## config.mk

```make
export PLATFORM = sky130hd
export DESIGN_NAME = rf_cmd_ctrl
export DESIGN_NICKNAME = d
export VERILOG_FILES = /design/src/rtl/rf_ctrl_pkg.sv /design/src/rtl/rf_cmd_ctrl.sv
export SDC_FILE = /design/constraint.sdc
export NUM_CORES = 1
export LEC_CHECK = 0
export BUFFER_PORTS_ARGS = -buffer_cell sky130_fd_sc_hd__buf_4
export CAP_MARGIN = 20
export CORE_ASPECT_RATIO = 0.8
export CORE_UTILIZATION = 53
export DETAILED_ROUTE_END_ITERATION = 6
export MAX_ROUTING_LAYER = met4
export PLACE_DENSITY = 0.91
export SKIP_LAST_GASP = 1
export SLEW_MARGIN = 20
export SYNTH_ARGS = -nofsm -noshare
export SYNTH_HDL_FRONTEND = slang
export SYNTH_SLANG_ARGS = --single-unit
export TNS_END_PERCENT = 5
```

## constraint.sdc

```tcl
create_clock -name CLK -period 3.6 [get_ports CLK]
set_input_delay 0.72 -clock CLK [delete_from_list [all_inputs] [get_ports CLK]]
set_output_delay 0.72 -clock CLK [all_outputs]
set_load 0.05 [all_outputs]
```

## src/rtl/rf_ctrl_pkg.sv

```systemverilog
// Shared definitions for the register-file command sequencer:
// command opcodes, FSM state encoding and an address range helper.
package rf_ctrl_pkg;

  localparam logic [7:0] CMD_RF_WR = 8'hAA;  // frame: opcode, address, data
  localparam logic [7:0] CMD_RF_RD = 8'hBB;  // frame: opcode, address

  typedef enum logic [2:0] {
    ST_IDLE,
    ST_WR_ADDR,
    ST_WR_DATA,
    ST_WR_EXEC,
    ST_RD_ADDR,
    ST_RD_EXEC,
    ST_RD_WAIT,
    ST_TX_SEND
  } state_e;

  // True when the address byte has no bits set above the register-file
  // address range.
  function automatic logic addr_fits(input logic [7:0] b, input int unsigned aw);
    return (b >> aw) == 8'h00;
  endfunction

endpackage

```

## src/rtl/rf_cmd_ctrl.sv

```systemverilog
// rf_cmd_ctrl: parses a UART byte stream into register-file write/read
// commands, drives the register-file access port with single-cycle strobes
// and returns read data to the UART transmitter over a valid/busy handshake.
//
// Ports:
//   CLK, RST        clock, asynchronous active-low reset
//   rx_p_data/vld   received byte and its single-cycle valid pulse
//   RdData/_Valid   register-file read data and valid
//   tx_busy         transmitter cannot accept a byte
//   WrEn/RdEn       register-file write/read strobes (one cycle each)
//   Address/WrData  register-file address and write data
//   tx_p_data/vld   byte to transmit and its valid (held until accepted)
//   ctrl_busy       high whenever the sequencer is not idle
//   cmd_err         single-cycle pulse per protocol error
module rf_cmd_ctrl
  import rf_ctrl_pkg::*;
#(
  parameter int unsigned BUS_WIDTH  = 8,
  parameter int unsigned ADDR_WIDTH = 4,
  parameter int unsigned RD_TIMEOUT = 4
) (
  input  logic                  CLK,
  input  logic                  RST,
  input  logic [7:0]            rx_p_data,
  input  logic                  rx_d_vld,
  input  logic [BUS_WIDTH-1:0]  RdData,
  input  logic                  RdData_Valid,
  input  logic                  tx_busy,
  output logic                  WrEn,
  output logic                  RdEn,
  output logic [ADDR_WIDTH-1:0] Address,
  output logic [BUS_WIDTH-1:0]  WrData,
  output logic [7:0]            tx_p_data,
  output logic                  tx_d_vld,
  output logic                  ctrl_busy,
  output logic                  cmd_err
);

  localparam int unsigned CNT_W = $clog2(RD_TIMEOUT + 1);
  localparam logic [CNT_W-1:0] CNT_LAST = CNT_W'(RD_TIMEOUT - 1);

  state_e                state_q, state_d;
  logic [CNT_W-1:0]      cnt_q, cnt_d;
  logic                  wr_en_q, wr_en_d;
  logic                  rd_en_q, rd_en_d;
  logic [ADDR_WIDTH-1:0] addr_q, addr_d;
  logic [BUS_WIDTH-1:0]  wr_data_q, wr_data_d;
  logic [7:0]            tx_data_q, tx_data_d;
  logic                  tx_vld_q, tx_vld_d;
  logic                  busy_q, busy_d;
  logic                  err_q, err_d;

  // Next-state and next-output computation; every output is then registered
  // so the strobes appear exactly one cycle after the triggering byte.
  always_comb begin
    state_d   = state_q;
    cnt_d     = cnt_q;
    wr_en_d   = 1'b0;
    rd_en_d   = 1'b0;
    addr_d    = addr_q;
    wr_data_d = wr_data_q;
    tx_data_d = tx_data_q;
    tx_vld_d  = 1'b0;
    err_d     = 1'b0;

    unique case (state_q)
      ST_IDLE: begin
        if (rx_d_vld) begin
          if (rx_p_data == CMD_RF_WR)      state_d = ST_WR_ADDR;
          else if (rx_p_data == CMD_RF_RD) state_d = ST_RD_ADDR;
          else                             err_d   = 1'b1;
        end
      end

      ST_WR_ADDR, ST_RD_ADDR: begin
        if (rx_d_vld) begin
          if (!addr_fits(rx_p_data, ADDR_WIDTH)) begin
            err_d   = 1'b1;
            state_d = ST_IDLE;
          end else begin
            addr_d = rx_p_data[ADDR_WIDTH-1:0];
            if (state_q == ST_WR_ADDR) begin
              state_d = ST_WR_DATA;
            end else begin
              state_d = ST_RD_EXEC;
              rd_en_d = 1'b1;
            end
          end
        end
      end

      ST_WR_DATA: begin
        if (rx_d_vld) begin
          wr_data_d = BUS_WIDTH'(rx_p_data);
          wr_en_d   = 1'b1;
          state_d   = ST_WR_EXEC;
        end
      end

      ST_WR_EXEC: begin
        err_d   = rx_d_vld;  // overrun: byte dropped
        state_d = ST_IDLE;
      end

      ST_RD_EXEC: begin
        err_d   = rx_d_vld;
        cnt_d   = '0;
        state_d = ST_RD_WAIT;
      end

      // The counter holds 0..RD_TIMEOUT-1 while waiting, so the abort error
      // appears RD_TIMEOUT cycles after RD_WAIT is entered.
      ST_RD_WAIT: begin
        err_d = rx_d_vld;
        if (RdData_Valid) begin
          tx_data_d = 8'(RdData);
          tx_vld_d  = 1'b1;
          state_d   = ST_TX_SEND;
        end else if (cnt_q == CNT_LAST) begin
          err_d   = 1'b1;
          cnt_d   = '0;
          state_d = ST_IDLE;
        end else begin
          cnt_d = cnt_q + 1'b1;
        end
      end

      ST_TX_SEND: begin
        err_d = rx_d_vld;
        if (tx_busy) begin
          tx_vld_d = 1'b1;
        end else begin
          state_d = ST_IDLE;
        end
      end

      default: state_d = ST_IDLE;
    endcase

    busy_d = (state_d != ST_IDLE);
  end

  always_ff @(posedge CLK or negedge RST) begin
    if (!RST) begin
      state_q   <= ST_IDLE;
      cnt_q     <= '0;
      wr_en_q   <= 1'b0;
      rd_en_q   <= 1'b0;
      addr_q    <= '0;
      wr_data_q <= '0;
      tx_data_q <= '0;
      tx_vld_q  <= 1'b0;
      busy_q    <= 1'b0;
      err_q     <= 1'b0;
    end else begin
      state_q   <= state_d;
      cnt_q     <= cnt_d;
      wr_en_q   <= wr_en_d;
      rd_en_q   <= rd_en_d;
      addr_q    <= addr_d;
      wr_data_q <= wr_data_d;
      tx_data_q <= tx_data_d;
      tx_vld_q  <= tx_vld_d;
      busy_q    <= busy_d;
      err_q     <= err_d;
    end
  end

  assign WrEn      = wr_en_q;
  assign RdEn      = rd_en_q;
  assign Address   = addr_q;
  assign WrData    = wr_data_q;
  assign tx_p_data = tx_data_q;
  assign tx_d_vld  = tx_vld_q;
  assign ctrl_busy = busy_q;
  assign cmd_err   = err_q;

endmodule

```

==> out/metrics.cfg <==
[clocking]
clockBufferDepth=2
cts.sinks=31
insertion_delay_ps=340
cts_tree=built
cts_resized=0
clk_pin_slew_ps=110
cts_setup_buffers=0
htree_num_levels=2
clk_root_buffer_cell=clkbuf_4
numCtsBuffers=5
cts_hold_buf=0

[logic_synthesis]
synth_ff_type=dfrtp_1
synth.yosys.seq_area_share_pct=54.0
synth_edf_count=0
synth-compound-area-share_pct=9.93
synth-adder-area-share_pct=1.57
synth_xor_area_share_pct=1.22
synth.ff_latch_count=31
netlist.area_leader.share_pct=54.0
synth_top_family_by_area=multiplexers
ys_types=39
synth_mux_area_share_pct=16.4
syn_nets=136
postSynthCellCount=114
syn-cell-area_um2=1440
avgSynthCellArea_um2=12.6
ys_top_cells_by_area=dfrtp_1 54%, mux2_2 16%, buf_2 2.1%
synthSimpleGateAreaFrac_pct=14.0
yosysWarnings=0
synthArstFlopShare_pct=100
yosysTopAreaCell=dfrtp_1

[finish]
fillers=188
final_layout_size_suffix_gt1_share_pct=47.5
syn2layout_area_growth_pct=28.5
fin_nets=182
final-seq-area_um2=776
antenna_cells=0
multi_input_comb_area_um2=619

[global_routing]
grt_max_degree=32
grt_overflow=0
grt_pass1_vias=1139
antenna_found_initial=0
grt_pass1_wl_um=5330
grt.total_usage_pct=26.7

[timing]
fmax_mhz=529
period_share_pct=52.5
relSlewSlack_pct=66.1
finalSetupTns_ps=0
setup_viol=0
hold_viol=0
worst_pin_slew_ps=509
fin_worst_skew_ps=19.5
rsz0062_at_grt=false
slew_violations=0
fin_crit_ps=1890
whs_ps=278

[power]
powerDensity_nw_per_um2=923
netSwitchingFraction_pct=47.8
power.switching_uw=814
p_comb_share_pct=52.9
p_seq_share_pct=35.0
clockPowerShare_pct=12.1
vdd_drop_max_uv=610
power_leakage_uw=0.000885
cellInternalPower_uw=889

[placement]
routabilityCongestion=0.816
port_buffers=45
dp_hpwl_um=2380

[worst_setup_path]
path_cells=nor2b_1 > and3b_1 > mux2_2
path_class=reg -> reg
critPathBufInv=0
cpPeakStageDelay_ps=570
cp_top_family=simple AND/OR/NAND/NOR gates
reg2reg_slack_ps=1710
crit_fanout=11
critPathRequiredTime_ps=3810
end_kind=register
reg2reg_depth=3
worstSetupStartpointType=register
path_depth=3
cpMaxStageDelayCell=dfrtp_1
arrival_ps=2100

[drt]
avgViaCountPerCell=5.54
drt-total-wl_um=3240
via_count=1086
drc_errors=0
wire_per_inst_um=16.5
ant_nets=0
drtIter0Drc=75
first_pass_iters=4

[floorplanning]
initial_core_util_pct=57.4
row_count=16
die_y_um=48.6
coreArea_um2=2500
dieArea_um2=2920
io_pins=46
die-width_um=60.2

[outcome]
status=finished, final reports clean

[job]
maxCapViolations=0

[min_path]
hold_path.class=in -> async

[cell usage after synthesis, types with 2 or more instances]
cell type	count
nor2b_1	4
nand3b_1	3
nand2_1	5
buf_2	6
mux2_2	20
o211ai_1	2
a22o_1	2
dfrtp_1	31
o21ai_0	3
nor2_1	6
inv_1	3
and2_1	2
[cells by family (layout without fill, tap and decap cells)]
kind of cell / after synthesis / count (layout)
AOI/OAI and AO/OA: 18 / 18
xor gates and xnor gates: 2 / 2
adders and majority gates: 2 / 2
buffers and inverters: 9 / 55
DFF: 31 / 31
muxes: 21 / 21
and+or+nand+nor: 31 / 31
[cells in the final DEF, fill, tap and decap left out, drive strengths merged, types with 3 or more instances in the layout]
cell and n:
mux2 20, nor2 6, clkbuf 6, buf 45, nand2 5, inv 3, nand3b 3, nor2b 4
o21ai 4, dfrtp 31
[final timing paths]
path,startpoint,end
min reg2reg,tx_p_data[1],tx_p_data[1]
min in group CLK,tx_p_data[1],tx_p_data[1]
max in group asynchronous,RST,WrData[6]
max reg2reg,state_q[1],WrData[6]
max,state_q[1],WrData[6]
min,RST,cnt_q[0]
[flip-flops by register name, summed over array words and instances (netlist names)]
name / count
WrData: 8
tx_p_data: 8
Address: 4
cnt_q: 3
state_q: 3
RdEn: 1
WrEn: 1
cmd_err: 1
ctrl_busy: 1
tx_d_vld: 1
[routing by layer]
metal	global-route usage (%)	wire (um)	up-vias
met3	10.7	235	8
met4	14.0	77	0
met2	40.7	1620	51
met1	29.6	1300	517
met5	-	0	-
li1	-	-	510
[worst register-to-register path, stage by stage, from the launching register on]
cell	delay (ps)
dfrtp_1	570
nor2b_1	360
and3b_1	460
mux2_2	390
[through the flow]
stage	utilization (%)	area, um2	total power [uW]	std cells	worst slack (ps)
2_1_floorplan	-	1440	1230	114	1880
3_3_place_gp	71.5	1790	1460	189	1720
4_1_cts	73.8	1850	1710	196	1730
5_1_grt	73.8	1850	1790	196	1600
6_report	73.8	1850	1700	196	1710
3_5_place_dp	71.5	1790	1500	189	1630
[cell type report]
class | instances | area share (%)
Multi-Input combinational cell | 74 | 33.6
Tap cell | 36 | 2.44
Clock inverter | 1 | 0.271
Sequential cell | 31 | 42.0
Timing Repair Buffer | 45 | 18.3
Clock buffer | 6 | 2.78
Inverter | 3 | 0.610
[power groups by stage]
stage / registers (uW) / logic [uW] / clock network [uW]
3_3_place_gp: 585 / 874 / 0
2_1_floorplan: 904 / 329 / 0
3_5_place_dp: 596 / 901 / 0
6_report: 596 / 901 / 206
4_1_cts: 592 / 905 / 211
5_1_grt: 613 / 949 / 227
(Power assumes the default switching activity.)
